--- src/rtl/kronos_rf_sb_pkg.sv ---
// Shared types and constants for the scoreboarded register file:
// RV32 base opcodes, register index width and the write-back port limit.
package kronos_rf_sb_pkg;

   localparam int REG_IDX_W = 5;
   localparam int NWR_MAX   = 3;

   typedef enum logic [6:0] {
      INSTR_LOAD  = 7'b00_000_11,
      INSTR_MISC  = 7'b00_011_11,
      INSTR_OPIMM = 7'b00_100_11,
      INSTR_AUIPC = 7'b00_101_11,
      INSTR_STORE = 7'b01_000_11,
      INSTR_OP    = 7'b01_100_11,
      INSTR_LUI   = 7'b01_101_11,
      INSTR_BR    = 7'b11_000_11,
      INSTR_JALR  = 7'b11_001_11,
      INSTR_JAL   = 7'b11_011_11,
      INSTR_SYS   = 7'b11_100_11
   } opcode_e;

   // Stores and branches are the only formats without a destination register
   function automatic logic has_rd(input logic [6:0] op);
      return !((op == INSTR_STORE) || (op == INSTR_BR));
   endfunction

endpackage

--- src/rtl/kronos_rf_sb_if.sv ---
// Fetch/decode/write-back bundle of the scoreboarded register file.
// master: the pipeline around the RF; slave: the RF itself.
interface kronos_rf_sb_if #(parameter int NWR = 2);
   import kronos_rf_sb_pkg::*;

   logic [31:0]              instr_data;
   logic                     instr_vld;
   logic                     instr_rdy;
   logic                     dec_vld;
   logic                     dec_rdy;
   logic [31:0]              immediate;
   logic [31:0]              regrd_rs1;
   logic [31:0]              regrd_rs2;
   logic                     regrd_rs1_en;
   logic                     regrd_rs2_en;
   logic                     regrd_illegal;
   logic                     issue_en;
   logic [REG_IDX_W-1:0]     issue_sel;
   logic [NWR*32-1:0]        regwr_data;
   logic [NWR*REG_IDX_W-1:0] regwr_sel;
   logic [NWR-1:0]           regwr_en;

   modport master (
      output instr_data, instr_vld, dec_rdy, issue_en, issue_sel,
             regwr_data, regwr_sel, regwr_en,
      input  instr_rdy, dec_vld, immediate, regrd_rs1, regrd_rs2,
             regrd_rs1_en, regrd_rs2_en, regrd_illegal
   );

   modport slave (
      input  instr_data, instr_vld, dec_rdy, issue_en, issue_sel,
             regwr_data, regwr_sel, regwr_en,
      output instr_rdy, dec_vld, immediate, regrd_rs1, regrd_rs2,
             regrd_rs1_en, regrd_rs2_en, regrd_illegal
   );

endinterface

--- src/rtl/kronos_rf_sb_imm_decode.sv ---
// Combinational immediate and source-enable decode for RV32I formats.
// Kept standalone so a compressed-instruction front end can reuse it.
module kronos_rf_sb_imm_decode
   import kronos_rf_sb_pkg::*;
(
   input  logic [31:0] instr,
   output logic [31:0] imm,
   output logic        rs1_en,
   output logic        rs2_en
);

   opcode_e opcode;
   assign opcode = opcode_e'(instr[6:0]);

   // Select the immediate format and the source enables from the opcode
   always_comb begin
      imm    = {{21{instr[31]}}, instr[30:20]};
      rs1_en = 1'b0;
      rs2_en = 1'b0;
      case (opcode)
         INSTR_OPIMM, INSTR_LOAD, INSTR_JALR: begin
            rs1_en = 1'b1;
         end
         INSTR_OP: begin
            rs1_en = 1'b1;
            rs2_en = 1'b1;
         end
         INSTR_STORE: begin
            imm    = {{21{instr[31]}}, instr[30:25], instr[11:7]};
            rs1_en = 1'b1;
            rs2_en = 1'b1;
         end
         INSTR_BR: begin
            imm    = {{20{instr[31]}}, instr[7], instr[30:25], instr[11:8], 1'b0};
            rs1_en = 1'b1;
            rs2_en = 1'b1;
         end
         INSTR_LUI, INSTR_AUIPC: begin
            imm = {instr[31:12], 12'b0};
         end
         INSTR_JAL: begin
            imm = {{12{instr[31]}}, instr[19:12], instr[20], instr[30:21], 1'b0};
         end
         INSTR_SYS: begin
            rs1_en = (instr[14] == 1'b0) && (instr[13:12] != 2'b00);
         end
         default: ;
      endcase
   end

endmodule

--- src/rtl/kronos_rf_sb.sv ---
// Integer register file with operand latch, NWR write-back ports and a
// pending-write scoreboard that holds dec_vld low on source hazards.
module kronos_rf_sb
   import kronos_rf_sb_pkg::*;
#(
   parameter int NREG   = 32,
   parameter int NWR    = 2,
   parameter int BYPASS = 1
)(
   input  logic          clk,
   input  logic          rstz,
   kronos_rf_sb_if.slave bus
);

   localparam int IDX_W = $clog2(NREG);

   logic [31:0]              regs [NREG];
   logic [NWR-1:0]           wr_en;
   logic [NWR*REG_IDX_W-1:0] wr_sel;
   logic [NWR*32-1:0]        wr_data;

   logic [REG_IDX_W-1:0] rs1_idx, rs2_idx, rd_idx;
   logic [31:0]          dec_imm;
   logic                 dec_rs1_en, dec_rs2_en;
   logic [32:0]          rs1_fwd, rs2_fwd, lat1_fwd, lat2_fwd;
   logic [31:0]          rs1_rd, rs2_rd;
   logic                 illegal_nxt;

   logic                 reg_vld;
   logic                 illegal_q;
   logic [31:0]          imm_q, rs1_data_q, rs2_data_q;
   logic [REG_IDX_W-1:0] rs1_q, rs2_q;
   logic                 rs1_en_q, rs2_en_q;
   logic [NREG-1:0]      busy, busy_nxt;
   logic                 rs1_busy, rs2_busy;
   logic                 dec_vld, instr_rdy, accept;

   assign wr_en   = bus.regwr_en;
   assign wr_sel  = bus.regwr_sel;
   assign wr_data = bus.regwr_data;

   assign rs1_idx = bus.instr_data[19:15];
   assign rs2_idx = bus.instr_data[24:20];
   assign rd_idx  = bus.instr_data[11:7];

   function automatic logic out_of_range(input logic [REG_IDX_W-1:0] idx);
      return int'(idx) >= NREG;
   endfunction

   function automatic logic [IDX_W-1:0] trim(input logic [REG_IDX_W-1:0] idx);
      return idx[IDX_W-1:0];
   endfunction

   // Port-priority mux: {hit, data} of the highest-index port writing idx
   function automatic logic [32:0] wb_match(
      input logic [REG_IDX_W-1:0]     idx,
      input logic [NWR-1:0]           en,
      input logic [NWR*REG_IDX_W-1:0] sel,
      input logic [NWR*32-1:0]        data
   );
      logic [32:0] r;
      r = '0;
      for (int p = 0; p < NWR; p++)
         if (en[p] && (sel[p*REG_IDX_W +: REG_IDX_W] == idx))
            r = {1'b1, data[p*32 +: 32]};
      return r;
   endfunction

   kronos_rf_sb_imm_decode u_imm_decode (
      .instr  (bus.instr_data),
      .imm    (dec_imm),
      .rs1_en (dec_rs1_en),
      .rs2_en (dec_rs2_en)
   );

   // Read ports for the incoming instruction: zero, forwarded write-back, or the array
   always_comb begin
      rs1_fwd = wb_match(rs1_idx, wr_en, wr_sel, wr_data);
      rs2_fwd = wb_match(rs2_idx, wr_en, wr_sel, wr_data);
      if ((rs1_idx == '0) || out_of_range(rs1_idx))
         rs1_rd = '0;
      else if ((BYPASS != 0) && rs1_fwd[32])
         rs1_rd = rs1_fwd[31:0];
      else
         rs1_rd = regs[trim(rs1_idx)];
      if ((rs2_idx == '0) || out_of_range(rs2_idx))
         rs2_rd = '0;
      else if ((BYPASS != 0) && rs2_fwd[32])
         rs2_rd = rs2_fwd[31:0];
      else
         rs2_rd = regs[trim(rs2_idx)];
      illegal_nxt = (dec_rs1_en && out_of_range(rs1_idx))
                  | (dec_rs2_en && out_of_range(rs2_idx))
                  | (has_rd(bus.instr_data[6:0]) && out_of_range(rd_idx));
   end

   // Write-backs seen by operands already sitting in the latch
   always_comb begin
      lat1_fwd = wb_match(rs1_q, wr_en, wr_sel, wr_data);
      lat2_fwd = wb_match(rs2_q, wr_en, wr_sel, wr_data);
      if ((rs1_q == '0) || out_of_range(rs1_q)) lat1_fwd[32] = 1'b0;
      if ((rs2_q == '0) || out_of_range(rs2_q)) lat2_fwd[32] = 1'b0;
   end

   // Scoreboard next state: write-backs clear, a new issue sets and takes precedence
   always_comb begin
      busy_nxt = busy;
      for (int p = 0; p < NWR; p++)
         if (wr_en[p] && !out_of_range(wr_sel[p*REG_IDX_W +: REG_IDX_W]))
            busy_nxt[trim(wr_sel[p*REG_IDX_W +: REG_IDX_W])] = 1'b0;
      if (bus.issue_en && (bus.issue_sel != '0) && !out_of_range(bus.issue_sel))
         busy_nxt[trim(bus.issue_sel)] = 1'b1;
      busy_nxt[0] = 1'b0;
   end

   // Hazard check on the latched sources, purely from registered state
   always_comb begin
      rs1_busy = rs1_en_q && !out_of_range(rs1_q) && busy[trim(rs1_q)];
      rs2_busy = rs2_en_q && !out_of_range(rs2_q) && busy[trim(rs2_q)];
   end

   assign dec_vld   = reg_vld & ~rs1_busy & ~rs2_busy;
   assign instr_rdy = ~reg_vld | (dec_vld & bus.dec_rdy);
   assign accept    = bus.instr_vld & instr_rdy;

   // Register array writes; later ports override earlier ones, x0 and out-of-range dropped
   always_ff @(posedge clk) begin
      for (int p = 0; p < NWR; p++)
         if (wr_en[p] && (wr_sel[p*REG_IDX_W +: REG_IDX_W] != '0)
             && !out_of_range(wr_sel[p*REG_IDX_W +: REG_IDX_W]))
            regs[trim(wr_sel[p*REG_IDX_W +: REG_IDX_W])] <= wr_data[p*32 +: 32];
   end

   // Operand latch: capture on accept, otherwise track write-backs to latched sources
   always_ff @(posedge clk) begin
      if (accept) begin
         imm_q      <= dec_imm;
         rs1_data_q <= rs1_rd;
         rs2_data_q <= rs2_rd;
         rs1_q      <= rs1_idx;
         rs2_q      <= rs2_idx;
         rs1_en_q   <= dec_rs1_en;
         rs2_en_q   <= dec_rs2_en;
      end else if (reg_vld) begin
         if (lat1_fwd[32]) rs1_data_q <= lat1_fwd[31:0];
         if (lat2_fwd[32]) rs2_data_q <= lat2_fwd[31:0];
      end
   end

   // Latch valid, illegal flag and scoreboard, all cleared by reset
   always_ff @(posedge clk or negedge rstz) begin
      if (!rstz) begin
         reg_vld   <= 1'b0;
         illegal_q <= 1'b0;
         busy      <= '0;
      end else begin
         if (accept) begin
            reg_vld   <= 1'b1;
            illegal_q <= illegal_nxt;
         end else if (dec_vld && bus.dec_rdy) begin
            reg_vld <= 1'b0;
         end
         busy <= busy_nxt;
      end
   end

   assign bus.instr_rdy     = instr_rdy;
   assign bus.dec_vld       = dec_vld;
   assign bus.immediate     = imm_q;
   assign bus.regrd_rs1     = rs1_data_q;
   assign bus.regrd_rs2     = rs2_data_q;
   assign bus.regrd_rs1_en  = rs1_en_q;
   assign bus.regrd_rs2_en  = rs2_en_q;
   assign bus.regrd_illegal = illegal_q;

endmodule

--- src/flat_wrapper.sv ---
// flat-port wrapper written by rule: the top's interface ports become plain ports
module kronos_rf_sb_flat import kronos_rf_sb_pkg::*;
#(
   parameter int NREG   = 32,
   parameter int NWR    = 2,
   parameter int BYPASS = 1
)
  (clk, rstz, bus_instr_data, bus_instr_vld, bus_dec_rdy, bus_issue_en, bus_issue_sel, bus_regwr_data, bus_regwr_sel, bus_regwr_en, bus_instr_rdy, bus_dec_vld, bus_immediate, bus_regrd_rs1, bus_regrd_rs2, bus_regrd_rs1_en, bus_regrd_rs2_en, bus_regrd_illegal);
  kronos_rf_sb_if #(.NWR(NWR)) bus_i ();
  input  logic clk;
  input  logic rstz;
  input wire logic [$bits(bus_i.instr_data)-1:0] bus_instr_data;
  input wire logic [$bits(bus_i.instr_vld)-1:0] bus_instr_vld;
  input wire logic [$bits(bus_i.dec_rdy)-1:0] bus_dec_rdy;
  input wire logic [$bits(bus_i.issue_en)-1:0] bus_issue_en;
  input wire logic [$bits(bus_i.issue_sel)-1:0] bus_issue_sel;
  input wire logic [$bits(bus_i.regwr_data)-1:0] bus_regwr_data;
  input wire logic [$bits(bus_i.regwr_sel)-1:0] bus_regwr_sel;
  input wire logic [$bits(bus_i.regwr_en)-1:0] bus_regwr_en;
  output wire logic [$bits(bus_i.instr_rdy)-1:0] bus_instr_rdy;
  output wire logic [$bits(bus_i.dec_vld)-1:0] bus_dec_vld;
  output wire logic [$bits(bus_i.immediate)-1:0] bus_immediate;
  output wire logic [$bits(bus_i.regrd_rs1)-1:0] bus_regrd_rs1;
  output wire logic [$bits(bus_i.regrd_rs2)-1:0] bus_regrd_rs2;
  output wire logic [$bits(bus_i.regrd_rs1_en)-1:0] bus_regrd_rs1_en;
  output wire logic [$bits(bus_i.regrd_rs2_en)-1:0] bus_regrd_rs2_en;
  output wire logic [$bits(bus_i.regrd_illegal)-1:0] bus_regrd_illegal;
  assign bus_i.instr_data = bus_instr_data;
  assign bus_i.instr_vld = bus_instr_vld;
  assign bus_i.dec_rdy = bus_dec_rdy;
  assign bus_i.issue_en = bus_issue_en;
  assign bus_i.issue_sel = bus_issue_sel;
  assign bus_i.regwr_data = bus_regwr_data;
  assign bus_i.regwr_sel = bus_regwr_sel;
  assign bus_i.regwr_en = bus_regwr_en;
  assign bus_instr_rdy = bus_i.instr_rdy;
  assign bus_dec_vld = bus_i.dec_vld;
  assign bus_immediate = bus_i.immediate;
  assign bus_regrd_rs1 = bus_i.regrd_rs1;
  assign bus_regrd_rs2 = bus_i.regrd_rs2;
  assign bus_regrd_rs1_en = bus_i.regrd_rs1_en;
  assign bus_regrd_rs2_en = bus_i.regrd_rs2_en;
  assign bus_regrd_illegal = bus_i.regrd_illegal;
  kronos_rf_sb #(.NREG(NREG), .NWR(NWR), .BYPASS(BYPASS)) u_core (.clk(clk), .rstz(rstz), .bus(bus_i));
endmodule
--- config.mk ---
export PLATFORM = sky130hd
export DESIGN_NAME = kronos_rf_sb_flat
export DESIGN_NICKNAME = d
export VERILOG_FILES = /design/src/rtl/kronos_rf_sb_pkg.sv /design/src/rtl/kronos_rf_sb_if.sv /design/src/rtl/kronos_rf_sb_imm_decode.sv /design/src/rtl/kronos_rf_sb.sv /design/src/flat_wrapper.sv
export SDC_FILE = /design/constraint.sdc
export NUM_CORES = 2
export LEC_CHECK = 0
export CORE_AREA = 8 8 286 427
export DETAILED_ROUTE_END_ITERATION = 8
export DIE_AREA = 0 0 294 435
export GPL_ROUTABILITY_DRIVEN = 0
export PLACE_DENSITY = 0.78
export SLEW_MARGIN = 20
export SYNTH_ARGS = -nofsm -noshare
export SYNTH_HDL_FRONTEND = slang
export SYNTH_SLANG_ARGS = --single-unit
--- constraint.sdc ---
create_clock -name clk -period 4.8 [get_ports clk]
set_input_delay 0.96 -clock clk [delete_from_list [all_inputs] [get_ports clk]]
set_output_delay 0.96 -clock clk [all_outputs]
set_load 0.03 [all_outputs]
* Word-level counts from Yosys, hierarchy flattened
Memories as Yosys holds them, arrays and structs flattened.
Index checks and enable logic that the tools add are counted.
** Storage, ports and cells
- Register bits :: 140
- Bits in latches :: 0
- RAM bits :: 1024
- Memory bits (read-only) :: 0
- Input bits :: 118
- Output and inout port bits :: 101
- Word-level logic and storage cells :: 127
- Memories kept :: 1
** Operators by class
- Add/sub/neg operators :: 0
- Multiply operators :: 0
- Divide/modulo/power cells :: 0
- Magnitude comparators :: 8
- Equality and inequality tests :: 18
- Shift-type cells :: 0
- Muxes and demuxes :: 42
- Bitwise logic cells :: 14
- Reductions and logical operators :: 35
** Memory list
- u_core.regs :: depth 32, width 32, rd ports 2, clocked after memory_dff 0, write ports 2, RTL line kronos_rf_sb.sv:17 : logic [31:0] regs [NREG];
** Operator list (number)
- 2-to-1 mux 32 bit :: 13
- 2-to-1 mux 33 bit :: 8
- one-hot mux 31 bit (4 select lines) :: 1
- AND 32 bit :: 2
- NOT 32 bit :: 2
- == test 5 bit :: 8
- OR 32 bit :: 1
- < comparator 5 x 6 -> 1 bit (second input constant) :: 5
- == test 7 bit (second input constant) :: 4
- == test 7 x 6 -> 1 bit (second input constant) :: 3
- logical NOT 5 bit :: 4
- logical AND 1 bit :: 18
- demux 1 bit (select 5 bit) :: 3
- >= comparator 5 x 1 -> 1 bit (second input constant) :: 3
- nonzero test 5 bit :: 3
- == test 7 x 5 -> 1 bit (second input constant) :: 2
- 2-to-1 mux 1 bit :: 14
- binary-select mux 1 bit (select 5 bit) :: 2
- nonzero test 2 bit :: 5
- == test 7 x 2 -> 1 bit (second input constant) :: 1
- OR reduction 6 bit :: 1
- AND 1 bit :: 4
- NOT 1 bit :: 4
- AND reduction 2 bit :: 2
- other kinds (4) :: 4

* Logic depth before layout (Yosys ltp)
- Depth after elaboration :: 11
- Mapped depth :: 12

* By module
A second synthesis with hierarchy kept.
** Unflattened totals
- Cell total of the unflattened synthesis :: 4844
- Area, all modules :: 68802.2 µm²
** Modules (own cells, without submodules)
- kronos_rf_sb :: times used 1, cells each 4786, area each 68364.3 µm²
- kronos_rf_sb_imm_decode :: times used 1, cells each 58, area each 437.9 µm²

* Least setup slack after synthesis
OpenSTA, ideal clock, no wires.
- Path kind :: in2reg
- From :: in bus_regwr_sel[1]
- To :: mem u_core.regs[4][0], enable pin
- Setup time :: 0.467 ns
- Data arrival time :: 4.125 ns
- Setup slack :: 0.208 ns
- Stages on the path :: 4
- Buffers on the path :: 2
- Path through :: clkbuf_1 > or3b_2 > clkbuf_1 > o21ai_0
** RTL lines
- from (decl) :: RTL line flat_wrapper.sv:18 : input wire logic [$bits(bus_i.regwr_sel)-1:0] bus_regwr_sel;
- to (decl) :: RTL line kronos_rf_sb.sv:17

* Worst setup path in the final report
- From :: reg u_core.rs1_q[1]
- To :: out bus_instr_rdy
** Between the ends
- Word-level cells in the longest chain between the ends :: 8
** RTL lines
- from (decl) :: RTL line kronos_rf_sb.sv:32 : logic [REG_IDX_W-1:0] rs1_q, rs2_q;
- from (signal assigned) :: RTL line kronos_rf_sb.sv:140 : rs1_q <= rs1_idx;
- binary-select mux 1 bit (select 5 bit) :: RTL line kronos_rf_sb.sv:118 : rs1_busy = rs1_en_q && !out_of_range(rs1_q) && busy[trim(rs1_q)];
- 2-to-1 mux 1 bit (not written as such) :: RTL line kronos_rf_sb.sv:118
- logical AND 1 bit :: RTL line kronos_rf_sb.sv:118
- NOT 1 bit :: RTL line kronos_rf_sb.sv:122 : assign dec_vld = reg_vld & ~rs1_busy & ~rs2_busy;
- AND 1 bit (2 in series) :: RTL line kronos_rf_sb.sv:122
- AND 1 bit :: RTL line kronos_rf_sb.sv:123 : assign instr_rdy = ~reg_vld | (dec_vld & bus.dec_rdy);
- OR 1 bit :: RTL line kronos_rf_sb.sv:123
- to (decl) :: RTL line flat_wrapper.sv:20 : output wire logic [$bits(bus_i.instr_rdy)-1:0] bus_instr_rdy;
Every way passes these cells. The select of a mux whose other input is x is not followed.

==> impl_metrics.toml <==
[synth]
synth_edf_count = 1132
ys.warnings.count = 0
ys_ff_latch = 1164
syn_area_per_cell_um2 = 15.2
ys_types = 60
ys.flop_type = "edfxtp_1"
async_flop_share_pct = 2.75
syn_inst = 4539
synth_seq_area_share_pct = 50.5
syn_area_um2 = 68900

[critical_path]
worst_r2r_path_depth = 7
critPathMaxFanout = 11
worst_setup_path_end_kind = "primary output"
critical_path_class = "reg2out"
required_ps = 3840
timing.critical_path.arrival_ps = 3620
crit_path_start_kind = "flip-flop"

[routing]
drt-total-wl_um = 248000
route.detailed.drc = 0
viasPerCell = 7.82
drtIter0Drc = 8236
via_count = 48200
met3_length_um = 34200
wl_met2_um = 113000
topRoutingLayerUsed = "met5"
first_pass_iters = 8
wl_per_cell_um = 40.2
wl_met1_um = 77900
ant_nets = 0

[timing]
setup_violations = 0
relSlewSlack_pct = 15.5
period_needed_ps = 4580
clock_skew_ps = 20.3
hold_violations = 0
grt_setup_unrepaired = "false"
max_slew.worst_pin.slew_ps = 1260
timing.final.crit_share_pct = 95.5
fmax_mhz = 218
tns_ps = 0
final_max_slew_viol_count = 0

[clock_tree]
clk-insertion-delay-late_ps = 760
cts-root-buf = "clkbuf_16"
postCtsSetupBuffers = 0
ctsLongestPathBuffers = 3
cts.sinks = 1164
numCtsBuffers = 109
cts_tree = "built"
holdBufCountCts = 0
cts_htree_levels = 3
clk_pin_slew_ps = 70
post_cts_resized = 0

[floorplan]
row_count = 153
die_w_um = 294
die_height_um = 435
die_area_um2 = 128000
coreArea_um2 = 115000
start_util_pct = 59.7
boundaryPins = 219

[pwr]
peakVddDrop_mv = 0.279
total_power_mw = 24.5
leakage_nw = 25.8
p_per_area_nw_per_um2 = 318

[global_routing]
grtUsageTotal_pct = 37.9
grt_max_degree = 67
grt_pass1_vias = 48000
overflow = 0
grt_antenna_before_repair = 16
grt_first_pass_wirelength_um = 347000

[job]
maxCapViolations = 0

[min_path]
whs_path_depth = 2
hold_class = "reg2reg"

[place]
portBuffers = 217
dp_hpwl_um = 149000
dpl_cell_area_um2 = 73500

[final_layout]
final_nets = 4623
fin_util_pct = 66.7
final_common_cell = "edfxtp_1"
nFillCells = 7792
area_growth_syn_to_layout_pct = 11.8
final_cell_mix = "1132 x edfxtp_1, 999 x mux2_2, 493 x mux4_2"
drive_gt1_share_pct = 44.5
final_area_um2 = 77000

[status]
status = "completed"
-- where the power goes --
part	internal, mW	switching, mW
Clock	4.77	4.08
Sequential	11.6	0.284
Combinational	1.67	2.10
-- layout make-up --
type / count / area (um2) / share of cell area, %
flip-flops and latches: 1164 / 34800 / 45.2
well taps: 1550 / 1940 / 2.52
repair buffers: 476 / 4750 / 6.16
diodes: 14 / 35.0 / 0.0455
clock buffers: 132 / 2840 / 3.68
clock inverters: 74 / 694 / 0.902
multi-input cells: 2699 / 31700 / 41.2
inverters: 55 / 209 / 0.271
-- Yosys cell counts, drive strengths merged (4+ instances only) --
cell type / instances / share of area, %
a21o: 19 / 0.21
nor2b: 13 / 0.12
nand2b: 39 / 0.35
mux4: 493 / 16
and3: 8 / 0.073
a22oi: 104 / 1.1
o211ai: 50 / 0.54
buf: 219 / 1.8
or2: 7 / 0.064
mux2: 999 / 16
clkbuf: 434 / 2.4
a211o: 16 / 0.20
o31ai: 4 / 0.064
o221ai: 40 / 0.51
or3: 13 / 0.12
nor4: 8 / 0.073
and2: 10 / 0.091
xor2: 32 / 0.41
o22ai: 68 / 0.62
edfxtp: 1132 / 49
a21oi: 35 / 0.25
o21ai: 77 / 0.56
inv: 55 / 0.30
nand3b: 16 / 0.17
dfrtp: 32 / 1.2
nand2: 93 / 0.51
nor2: 67 / 0.37
o2111ai: 4 / 0.051
nor3b: 9 / 0.098
nand3: 17 / 0.12
a2111oi: 15 / 0.19
a221o: 22 / 0.32
a211oi: 12 / 0.14
xnor2: 8 / 0.10
nor3: 17 / 0.12
mux2i: 272 / 4.0
a221oi: 62 / 0.80
-- per-stage QoR --
step                      cells  hold WS, ps  setup slack (ps)
after CTS                  6147          546              25.1
after global routing       6155          567              85.4
after detailed placement   5941          537               514
after floorplan            4571          496               208
after global placement     5940          526               303
final                      6164          548               217
-- final timing paths --
| path | from | endpoint | slack (ps) |
|---|---|---|---|
| setup / recovery | u_core.rs1_q[1]$_DFFE_PN_ | bus_instr_rdy | 220 |
| hold / removal | u_core.busy[13]$_DFF_PN0_ | u_core.busy[13]$_DFF_PN0_ | 550 |
| setup reg to reg | u_core.rs1_q[1]$_DFFE_PN_ | u_core.bus.regrd_rs2[16]$_DFFE_PP_ | 1070 |
| hold reg to reg | u_core.busy[13]$_DFF_PN0_ | u_core.busy[13]$_DFF_PN0_ | 550 |
| max in group asynchronous | rstz | u_core.busy[20]$_DFF_PN0_ | 3880 |
| min in group asynchronous | rstz | u_core.reg_vld$_DFFE_PN0P_ | 600 |
-- per-layer routing --
metal / global-route usage, % / up-vias
met5: 0 / -
met4: 27.7 / 8
met3: 11.0 / 1319
met2: 58.0 / 4523
met1: 45.4 / 24100
li1: - / 18200
-- worst max-delay path, stage by stage, from the launching register on --
cell             delay [ps]
edfxtp_1                760
mux4_2                  600
o2111ai_1               220
a41oi_2                 250
o31ai_4                 310
clkdlybuf4s50_1         730
-- flip-flops by register name, indices dropped and copies added (netlist names) --
name,count
u_core.bus.immediate,32
u_core.bus.regrd_rs1,32
u_core.bus.regrd_rs1_en,1
u_core.bus.regrd_rs2,32
u_core.bus.regrd_rs2_en,1
u_core.busy,31
u_core.reg_vld,1
u_core.regs,1024
u_core.rs1_q,5
u_core.rs2_q,5
-- cells by family (layout without fill, tap and decap cells) --
group	Yosys count	count (layout)	synth area share, %
buffers and inverters	708	737	4.50
AO/OA/AOI/OAI	536	536	5.70
AND/OR/NAND/NOR	326	326	2.39
flip-flops	1164	1164	50.5
other	1	47	0.00544
multiplexers	1764	1764	36.4
XOR/XNOR	40	40	0.508
No activity file was read; power rests on OpenSTA's default activity.
